===== src/rtl/nibble_add_sched_if.sv =====
// Bundle of the requester, shared-column and result signals for nibble_add_sched.
// The slave modport is the scheduler's view; the master modport is the view of
// the surrounding logic (requesters, adder column and result consumer).
// ADD_SCHED_OVERFLOW_EN adds the res_v overflow flag to the result group.
interface nibble_add_sched_if #(
    parameter int WIDTH = 16
);
    logic             req0_valid;
    logic             req0_ready;
    logic [WIDTH-1:0] req0_A;
    logic [WIDTH-1:0] req0_B;
    logic             req0_cin;

    logic             req1_valid;
    logic             req1_ready;
    logic [WIDTH-1:0] req1_A;
    logic [WIDTH-1:0] req1_B;
    logic             req1_cin;

    logic [3:0]       col_A;
    logic [3:0]       col_B;
    logic             col_cin;
    logic [3:0]       col_s;
    logic             col_cout;

    logic             res_valid;
    logic             res_ready;
    logic [WIDTH-1:0] res_sum;
    logic             res_cout;
    logic             res_id;
`ifdef ADD_SCHED_OVERFLOW_EN
    logic             res_v;

    modport slave (
        input  req0_valid, req0_A, req0_B, req0_cin,
        output req0_ready,
        input  req1_valid, req1_A, req1_B, req1_cin,
        output req1_ready,
        output col_A, col_B, col_cin,
        input  col_s, col_cout,
        output res_valid, res_sum, res_cout, res_id, res_v,
        input  res_ready
    );

    modport master (
        output req0_valid, req0_A, req0_B, req0_cin,
        input  req0_ready,
        output req1_valid, req1_A, req1_B, req1_cin,
        input  req1_ready,
        input  col_A, col_B, col_cin,
        output col_s, col_cout,
        input  res_valid, res_sum, res_cout, res_id, res_v,
        output res_ready
    );
`else
    modport slave (
        input  req0_valid, req0_A, req0_B, req0_cin,
        output req0_ready,
        input  req1_valid, req1_A, req1_B, req1_cin,
        output req1_ready,
        output col_A, col_B, col_cin,
        input  col_s, col_cout,
        output res_valid, res_sum, res_cout, res_id,
        input  res_ready
    );

    modport master (
        output req0_valid, req0_A, req0_B, req0_cin,
        input  req0_ready,
        output req1_valid, req1_A, req1_B, req1_cin,
        input  req1_ready,
        input  col_A, col_B, col_cin,
        output col_s, col_cout,
        input  res_valid, res_sum, res_cout, res_id,
        output res_ready
    );
`endif
endinterface


===== src/rtl/nibble_add_sched.sv =====
// Nibble-serial add scheduler: shares one external 4-bit adder column between
// two requesters, LS nibble first, carry chained through carry_reg.
// WIDTH must be a multiple of 4 and at least 8.
// Optional feature macro: ADD_SCHED_OVERFLOW_EN (adds res_v, signed overflow).
//
//   state | meaning
//   ------+-----------------------------------------------------------
//   IDLE  | waiting for a request; ready goes to the granted requester
//   RUN   | one nibble per cycle through the shared column
//   DONE  | result held on res_* until res_ready
module nibble_add_sched #(
    parameter int WIDTH = 16
) (
    input  logic              Clk,
    input  logic              Reset_n,
    nibble_add_sched_if.slave bus
);
    localparam int NNIB  = WIDTH / 4;
    localparam int NIB_W = (NNIB > 1) ? $clog2(NNIB) : 1;
    localparam logic [NIB_W-1:0] NIB_LAST = NIB_W'(NNIB - 1);

    typedef enum logic [1:0] {
        IDLE,
        RUN,
        DONE
    } state_t;

    state_t           state;
    logic [WIDTH-1:0] a_reg;
    logic [WIDTH-1:0] b_reg;
    logic [WIDTH-1:0] sum_reg;
    logic             carry_reg;
    logic [NIB_W-1:0] nib;
    logic             owner;
    logic             last_grant;

    logic             grant;
    logic             grant_ok;
    logic [NIB_W+1:0] nib_base;

    assign nib_base = {nib, 2'b00};

    // Round-robin arbitration: a tie goes to whoever was not served last.
    always_comb begin
        grant    = 1'b0;
        grant_ok = bus.req0_valid | bus.req1_valid;
        if (bus.req0_valid && bus.req1_valid) begin
            grant = ~last_grant;
        end else if (bus.req1_valid) begin
            grant = 1'b1;
        end
    end

    // Ready is gated with reset so nothing looks accepted while held in reset.
    assign bus.req0_ready = Reset_n && (state == IDLE) && grant_ok && !grant;
    assign bus.req1_ready = Reset_n && (state == IDLE) && grant_ok && grant;

    // Drive the current operand nibbles and chained carry to the shared column.
    always_comb begin
        bus.col_A   = 4'h0;
        bus.col_B   = 4'h0;
        bus.col_cin = 1'b0;
        if (state == RUN) begin
            bus.col_A   = a_reg[nib_base +: 4];
            bus.col_B   = b_reg[nib_base +: 4];
            bus.col_cin = carry_reg;
        end
    end

    // Scheduler FSM with operand, partial-sum and carry registers.
    always_ff @(posedge Clk or negedge Reset_n) begin
        if (!Reset_n) begin
            state      <= IDLE;
            a_reg      <= '0;
            b_reg      <= '0;
            sum_reg    <= '0;
            carry_reg  <= 1'b0;
            nib        <= '0;
            owner      <= 1'b0;
            last_grant <= 1'b1;
        end else begin
            case (state)
                IDLE: begin
                    if (grant_ok) begin
                        a_reg      <= grant ? bus.req1_A   : bus.req0_A;
                        b_reg      <= grant ? bus.req1_B   : bus.req0_B;
                        carry_reg  <= grant ? bus.req1_cin : bus.req0_cin;
                        nib        <= '0;
                        owner      <= grant;
                        last_grant <= grant;
                        state      <= RUN;
                    end
                end
                RUN: begin
                    sum_reg[nib_base +: 4] <= bus.col_s;
                    carry_reg              <= bus.col_cout;
                    if (nib == NIB_LAST) begin
                        state <= DONE;
                    end else begin
                        nib <= nib + 1'b1;
                    end
                end
                DONE: begin
                    if (bus.res_ready) begin
                        state <= IDLE;
                    end
                end
                default: state <= IDLE;
            endcase
        end
    end

    assign bus.res_valid = (state == DONE);
    assign bus.res_sum   = sum_reg;
    assign bus.res_cout  = carry_reg;
    assign bus.res_id    = owner;

`ifdef ADD_SCHED_OVERFLOW_EN
    // Signed overflow: like-signed operands producing an opposite-signed sum.
    assign bus.res_v = (state == DONE) && (a_reg[WIDTH-1] == b_reg[WIDTH-1])
                       && (sum_reg[WIDTH-1] != a_reg[WIDTH-1]);
`endif
endmodule


===== src/flat_wrapper.sv =====
// flat-port wrapper written by rule: the top's interface ports become plain ports
module nibble_add_sched_flat 
#(
    parameter int WIDTH = 16
)
  (Clk, Reset_n, bus_req0_valid, bus_req0_A, bus_req0_B, bus_req0_cin, bus_req0_ready, bus_req1_valid, bus_req1_A, bus_req1_B, bus_req1_cin, bus_req1_ready, bus_col_A, bus_col_B, bus_col_cin, bus_col_s, bus_col_cout, bus_res_valid, bus_res_sum, bus_res_cout, bus_res_id, bus_res_ready);
  nibble_add_sched_if #(.WIDTH(WIDTH)) bus_i ();
  input  logic Clk;
  input  logic Reset_n;
  input wire logic [$bits(bus_i.req0_valid)-1:0] bus_req0_valid;
  input wire logic [$bits(bus_i.req0_A)-1:0] bus_req0_A;
  input wire logic [$bits(bus_i.req0_B)-1:0] bus_req0_B;
  input wire logic [$bits(bus_i.req0_cin)-1:0] bus_req0_cin;
  output wire logic [$bits(bus_i.req0_ready)-1:0] bus_req0_ready;
  input wire logic [$bits(bus_i.req1_valid)-1:0] bus_req1_valid;
  input wire logic [$bits(bus_i.req1_A)-1:0] bus_req1_A;
  input wire logic [$bits(bus_i.req1_B)-1:0] bus_req1_B;
  input wire logic [$bits(bus_i.req1_cin)-1:0] bus_req1_cin;
  output wire logic [$bits(bus_i.req1_ready)-1:0] bus_req1_ready;
  output wire logic [$bits(bus_i.col_A)-1:0] bus_col_A;
  output wire logic [$bits(bus_i.col_B)-1:0] bus_col_B;
  output wire logic [$bits(bus_i.col_cin)-1:0] bus_col_cin;
  input wire logic [$bits(bus_i.col_s)-1:0] bus_col_s;
  input wire logic [$bits(bus_i.col_cout)-1:0] bus_col_cout;
  output wire logic [$bits(bus_i.res_valid)-1:0] bus_res_valid;
  output wire logic [$bits(bus_i.res_sum)-1:0] bus_res_sum;
  output wire logic [$bits(bus_i.res_cout)-1:0] bus_res_cout;
  output wire logic [$bits(bus_i.res_id)-1:0] bus_res_id;
  input wire logic [$bits(bus_i.res_ready)-1:0] bus_res_ready;
  assign bus_i.req0_valid = bus_req0_valid;
  assign bus_i.req0_A = bus_req0_A;
  assign bus_i.req0_B = bus_req0_B;
  assign bus_i.req0_cin = bus_req0_cin;
  assign bus_req0_ready = bus_i.req0_ready;
  assign bus_i.req1_valid = bus_req1_valid;
  assign bus_i.req1_A = bus_req1_A;
  assign bus_i.req1_B = bus_req1_B;
  assign bus_i.req1_cin = bus_req1_cin;
  assign bus_req1_ready = bus_i.req1_ready;
  assign bus_col_A = bus_i.col_A;
  assign bus_col_B = bus_i.col_B;
  assign bus_col_cin = bus_i.col_cin;
  assign bus_i.col_s = bus_col_s;
  assign bus_i.col_cout = bus_col_cout;
  assign bus_res_valid = bus_i.res_valid;
  assign bus_res_sum = bus_i.res_sum;
  assign bus_res_cout = bus_i.res_cout;
  assign bus_res_id = bus_i.res_id;
  assign bus_i.res_ready = bus_res_ready;
  nibble_add_sched #(.WIDTH(WIDTH)) u_core (.Clk(Clk), .Reset_n(Reset_n), .bus(bus_i));
endmodule

===== config.mk =====
export PLATFORM = sky130hd
export DESIGN_NAME = nibble_add_sched_flat
export DESIGN_NICKNAME = d
export VERILOG_FILES = /design/src/rtl/nibble_add_sched_if.sv /design/src/rtl/nibble_add_sched.sv /design/src/flat_wrapper.sv
export SDC_FILE = /design/constraint.sdc
export NUM_CORES = 1
export LEC_CHECK = 0
export CORE_UTILIZATION = 46
export DETAILED_ROUTE_END_ITERATION = 12
export PLACE_DENSITY_LB_ADDON = 0.12
export SLEW_MARGIN = 25
export SYNTH_ARGS = -nofsm -noshare
export SYNTH_HDL_FRONTEND = slang
export SYNTH_SLANG_ARGS = --single-unit

===== constraint.sdc =====
create_clock -name Clk -period 2.05 [get_ports Clk]
set_input_delay 0.41 -clock Clk [delete_from_list [all_inputs] [get_ports Clk]]
set_output_delay 0.41 -clock Clk [all_outputs]
set_load 0.02 [all_outputs]

==> impl_metrics.csv, run 1 <==
group,metric,value,unit
status,status,"finished, final reports clean",
critical_path,crit_required,1640,ps
worst_hold_path,hold_path.class,"input port to async pin",
finish,diodes,0,
finish,finalNonFillerCells,487,
power,ir_drop,1.10,mV
critical_path,max_stage_delay,490,ps
cts,numClockSinks,55,
routing,firstDrtPassIters,4,
finish,area_delta_synth_final,38.6,%
placed_design,io_buffers,105,
floorplan,coreArea,6760,µm²
yosys,yosys_warnings,0,
critical_path,path_class,"register to output port",
floorplan,dieArea,7310,µm²
routing,drcViolationCount,0,
placed_design,place_congestion,0.752,
sta,max_freq,489,MHz
grt,grt_pass1_vias,2678,
routing,drt-total-wl,7450,µm
floorplan,fp.dieW,85.5,µm
sta,maxSlewViolCount,0,
cts,cts_tree,"done",
routing,dr.first_iter.drc_count,60,
cts,clk_pin_slew_worst_paths,100,ps
yosys,synth.cell_area,3210,µm²
sta,setup_viol,0,
grt,antenna_found_initial,0,
job,maxCapViolCount,0,
routing,post_drt_wl_per_cell,15.3,µm
sta,skew,7.88,ps
finish,finalNetCount,488,
critical_path,cp_num_buf_inv,2,
sta,rsz0062_at_grt,"yes",
critical_path,r2r_setup_slack,150,ps
floorplan,ioPinCount,106,
floorplan,rows,30,
cts,clk_path_buf_depth,2,
sta,fin_crit_sh,99.7,%
cts,cts-root-buf,"clkbuf_8",
yosys,synth_seq_cells,55,
grt,grt_pass1_wl,12600,µm
sta,tightest_slew,680,ps
routing,num_vias,2633,
cts,cts_hold_buf,0,
yosys,synthesis.nets,380,
routing,via_per_inst,5.41,
cts,cts_max_level,2,
grt,track_usage,21.9,%
cts,clk_latency,320,ps
power,p_leak,1.79,nW
yosys,synth-seq-area-share,42.9,%
cts,cts_buffers,5,
power,power_density,1490,nW/µm²
placed_design,hpwl,5400,µm
critical_path,critPathCaptureType,"output port",
grt,grt_overflow,0,
finish,drive_above_1_share,20.1,%
grt,grt_max_degree,56,
critical_path,start_kind,"register",
yosys,netlist_instances,298,
sta,fin_crit,2040,ps
critical_path,worstPathArrival,1630,ps
sta,hold_ws,301,ps
floorplan,die_h,85.5,µm
sta,slew-limit-headroom,54.7,%
critical_path,cp_max_fo,5,
routing,ant_nets,0,
yosys,ys_types,36,
critical_path,cp_slowest_cell,"mux4_2",
placed_design,dp.cells,478,
critical_path,critPathTopFamily,"multiplexers",
critical_path,path_cells,"buf_6 > mux4_2 > nor2b_1 > buf_4",
yosys,postSynthAreaPerCell,10.8,µm²
sta,hold_viol_final,0,
floorplan,start_util,47.5,%
-- cells in the mapped netlist --
library cell / n / area share (%)
and2_4: 1 / 0.27
inv_1: 4 / 0.47
and4bb_2: 1 / 0.39
buf_6: 4 / 1.4
a31oi_1: 13 / 2.5
or2_0: 1 / 0.20
nand2b_1: 2 / 0.39
nor4_4: 1 / 0.66
nor2_1: 2 / 0.23
nor2b_1: 9 / 1.8
nor4b_2: 2 / 0.94
or2_2: 1 / 0.20
mux4_2: 8 / 5.6
a31oi_4: 20 / 13
buf_12: 2 / 1.2
clkbuf_1: 4 / 0.47
mux2_2: 1 / 0.35
nor3b_1: 1 / 0.23
nand2_1: 81 / 9.5
a22o_1: 10 / 2.7
a21oi_1: 34 / 5.3
a21boi_2: 1 / 0.35
dfstp_2: 1 / 0.82
o21ai_0: 9 / 1.4
buf_2: 12 / 1.9
a211oi_1: 1 / 0.23
ha_1: 6 / 2.3
dfrtp_1: 54 / 42
inv_2: 1 / 0.12
buf_4: 1 / 0.23
a21bo_2: 1 / 0.31
and3_1: 2 / 0.39
nor3_1: 1 / 0.16
o2bb2ai_1: 1 / 0.27
mux2i_1: 1 / 0.31
nand3b_1: 4 / 0.94
-- cell families (layout without fill, tap and decap cells) --
kind of cell | Yosys count | in the layout | share of synthesized area [%]
AND/OR/NAND/NOR | 109 | 109 | 16.2
adder cells (fa/ha/maj) | 6 | 6 | 2.34
AO/OA/AOI/OAI | 90 | 90 | 26.4
flip-flops | 55 | 55 | 42.9
buffers and inverters | 28 | 137 | 5.81
multiplexers | 10 | 10 | 6.28
-- per-layer routing --
metal	track usage [%]	wire, µm
met5	0	0
met4	5.61	75
met3	3.75	368
met2	38.8	3770
met1	28.0	3230
-- worst register-to-register path, stage by stage, from the launching register on --
cell     delay, ps
dfrtp_1        390
buf_6          150
buf_4          180
inv_2           80
ha_1           260
or2_2          340
nor4_4         280
a22o_1         170
-- layout make-up --
type / count / area (µm²)
repair buffers: 124 / 1170
well taps: 80 / 100
inverters: 5 / 18.8
flip-flops and latches: 55 / 1380
fillers: 560 / 2310
clock inverters: 3 / 27.5
multi-input cells: 215 / 1690
clock buffers: 5 / 68.8
-- power breakdown --
group | total, W | internal (W) | switching, W
sequential | 0.00195 | 0.00163 | 0.000321
combinational | 0.00406 | 0.00199 | 0.00207
clock | 0.000633 | 0.000254 | 0.000380
-- path summary, 6_finish.rpt --
path / start / end / cells past startpoint
min in group Clk: u_core.bus.res_sum[8] / u_core.bus.res_sum[8] / 2
worst max register to register: u_core.nib[0] / u_core.bus.res_sum[15] / 7
worst max-delay path: u_core.nib[0] / bus_col_A[3] / 4
worst min register to register: u_core.bus.res_sum[8] / u_core.bus.res_sum[8] / 2
max in group asynchronous: Reset_n / u_core.b_reg[6] / 2
worst min-delay path: Reset_n / u_core.a_reg[6] / 2
-- cells in the final DEF, fill, tap and decap left out, types with 2 or more instances in the layout --
cell             count
mux4_2               8
dlygate4sd2_1        2
nand2_1             81
o21ai_0              9
a31oi_1             13
nand2b_1             2
nor2b_1              6
clkdlybuf4s50_1     92
ha_1                 5
buf_6                5
inv_1                4
clkbuf_2             2
a21oi_1             34
buf_2                4
clkbuf_8             5
nor2b_4              3
nand3b_1             4
and3_1               2
a31oi_4             20
dfrtp_1             54
buf_4               19
a22o_1              10
-- per-stage QoR --
step	instance area [µm²]	TNS, ps	power, W	utilization [%]	setup slack (ps)
5_1_grt	4450	-365	0.00709	65.8	-62.5
6_report	4450	0	0.00664	65.8	7.06
3_3_place_gp	4330	-696	0.00588	64.1	-280
3_5_place_dp	4330	-1230	0.00598	64.1	-304
4_1_cts	4430	-938	0.00655	65.5	-159
2_1_floorplan	3210	0	0.00466	-	207
-- repair_timing --
action / CTS / global route
resized for setup: 30 / 28
gates cloned: 0 / 0
endpoints found under the setup margin: 12 / 13
buffers inserted: 0 / 1
endpoints found under the hold margin: 0 / 0
No activity file was read; power rests on OpenSTA's default activity.
==> run 2, diff against run 1 <==
CORE_UTILIZATION = 50   (was 46)
clock period = 2.6 ns   (was 2.05 ns; I/O delays follow)
==> impl_metrics.csv, run 2 (synthesis results as in run 1) <==
group,metric,value,unit
critical_path,path_cells,"nand2b_1 > nor2_1 > clkdlybuf4s50_1",
floorplan,ioPinCount,106,
critical_path,cp_slowest_cell,"clkdlybuf4s50_1",
routing,drcViolationCount,0,
placed_design,io_buffers,105,
floorplan,start_util,52.9,%
routing,via_per_inst,5.56,
cts,cts_tree,"done",
sta,max_freq,400,MHz
finish,area_delta_synth_final,36.2,%
cts,clk_latency,320,ps
finish,drive_above_1_share,15.3,%
finish,nFillCells,475,
floorplan,dieArea,6740,µm²
finish,diodes,0,
critical_path,r2r_setup_slack,700,ps
sta,rsz0062_at_grt,"no",
finish,postLayoutCellArea,4370,µm²
critical_path,cp_num_buf_inv,1,
routing,ant_nets,0,
cts,cts_hold_buf,0,
cts,numClockSinks,55,
floorplan,coreArea,6060,µm²
finish,final_cell_mix,"clkdlybuf4s50_1 (94), nand2_1 (81), dfrtp_1 (53), a21oi_1 (34), a31oi_4 (20)",
placed_design,place_congestion,0.808,
floorplan,fp.dieW,82.1,µm
routing,firstDrtPassIters,5,
placed_design,hpwl,5520,µm
grt,grt_pass1_wl,12200,µm
job,maxCapViolCount,0,
cts,clk_path_buf_depth,2,
status,status,"finished, final reports clean",
routing,num_vias,2634,
critical_path,crit_required,2080,ps
worst_hold_path,hold_path.class,"input port to async pin",
sta,fin_crit,2500,ps
sta,skew,12.1,ps
sta,fin_crit_sh,96.1,%
grt,grt_max_degree,56,
grt,grt_overflow,0,
critical_path,critPathCaptureType,"output port",
critical_path,crit_cells,3,
sta,tightest_slew,693,ps
critical_path,cp_max_fo,11,
cts,cts-root-buf,"clkbuf_8",
critical_path,worstPathArrival,1980,ps
critical_path,path_class,"register to output port",
cts,cts_buffers,5,
critical_path,critPathTopFamily,"simple AND/OR/NAND/NOR gates",
power,power_density,1160,nW/µm²
sta,slew-limit-headroom,53.8,%
placed_design,placed_cell_area,4270,µm²
cts,cts_max_level,2,
routing,dr.first_iter.drc_count,163,
power,p_leak,1.76,nW
floorplan,die_h,82.1,µm
grt,grt_pass1_vias,2571,
critical_path,start_kind,"register",
routing,drt-total-wl,7800,µm
sta,maxSlewViolCount,0,
routing,post_drt_wl_per_cell,16.5,µm
finish,final_common_cell,"clkdlybuf4s50_1",
grt,antenna_found_initial,0,
finish,finalNetCount,480,
sta,fin_tns_setup,0,ps
floorplan,rows,28,
power,ir_drop,0.941,mV
critical_path,reg2reg_depth,5,
critical_path,max_stage_delay,620,ps
sta,setup_viol,0,
grt,track_usage,24.5,%
sta,hold_viol_final,0,
cts,clk_pin_slew_worst_paths,110,ps
run 2: stage by stage:
step	worst slack, ps	total power, W	util (%)	instances	hold WS [ps]
final	102	0.00507	72.1	474	402
after global routing	21.1	0.00539	72.1	474	462
after CTS	8.48	0.00510	71.9	474	436
after detailed placement	11.5	0.00465	70.4	466	476
after global placement	39.8	0.00455	70.4	466	466
after floorplan	711	0.00367	-	298	224
run 2: cell type report:
class / instances / area, µm² / share of cell area [%]
timing repair buffer: 116 / 1130 / 25.9
sequential: 55 / 1380 / 31.6
clock buffer: 6 / 82.6 / 1.89
clock inverter: 2 / 16.3 / 0.372
multi-input combinational: 215 / 1650 / 37.7
inverter: 5 / 18.8 / 0.430
tap: 75 / 93.8 / 2.15
run 2: worst register-to-register path: cells and delay by family (launching register included):
kind	cells	cell delay [ps]
adders and majority gates	1	450
and+or+nand+nor	2	480
DFF	1	580
buffers and inverters	1	150
AOI/OAI and AO/OA	1	150
run 2: worst paths after layout:
check,from,end
min in group Clk,u_core.bus.res_sum[8],u_core.bus.res_sum[8]
worst max-delay path,u_core.state[1],bus_col_cin
worst min-delay path,Reset_n,u_core.bus.res_sum[11]
worst min register to register,u_core.bus.res_sum[8],u_core.bus.res_sum[8]
worst max register to register,u_core.nib[1],u_core.bus.res_sum[9]
max in group asynchronous,Reset_n,u_core.nib[1]
run 2: timing repair:
| action | in CTS | in global routing |
|---|---|---|
| setup endpoints to repair | 9 | 3 |
| setup buffers | 0 | 0 |
| gates resized for setup | 9 | 3 |
run 2: layer usage:
layer / global-route usage (%) / vias up / share of wire, %
li1: - / 1258 / -
met1: 28.9 / 1269 / 40
met2: 42.9 / 92 / 51
met3: 5.60 / 15 / 6.6
met4: 10.0 / 0 / 2.4
met5: 0 / - / 0
run 2: power breakdown:
part | leakage, nW | internal, W | switching (W) | total (W)
Sequential | 0.659 | 0.00129 | 0.000296 | 0.00159
Combinational | 1.06 | 0.00141 | 0.00156 | 0.00297
Clock | 0.0474 | 0.000218 | 0.000296 | 0.000514
==> run 3, diff against run 2 <==
HOLD_SLACK_MARGIN = 0.05   (was unset)
==> results of run 3 <==
The final DEF is identical to that of run 2; final timing and power are the same.
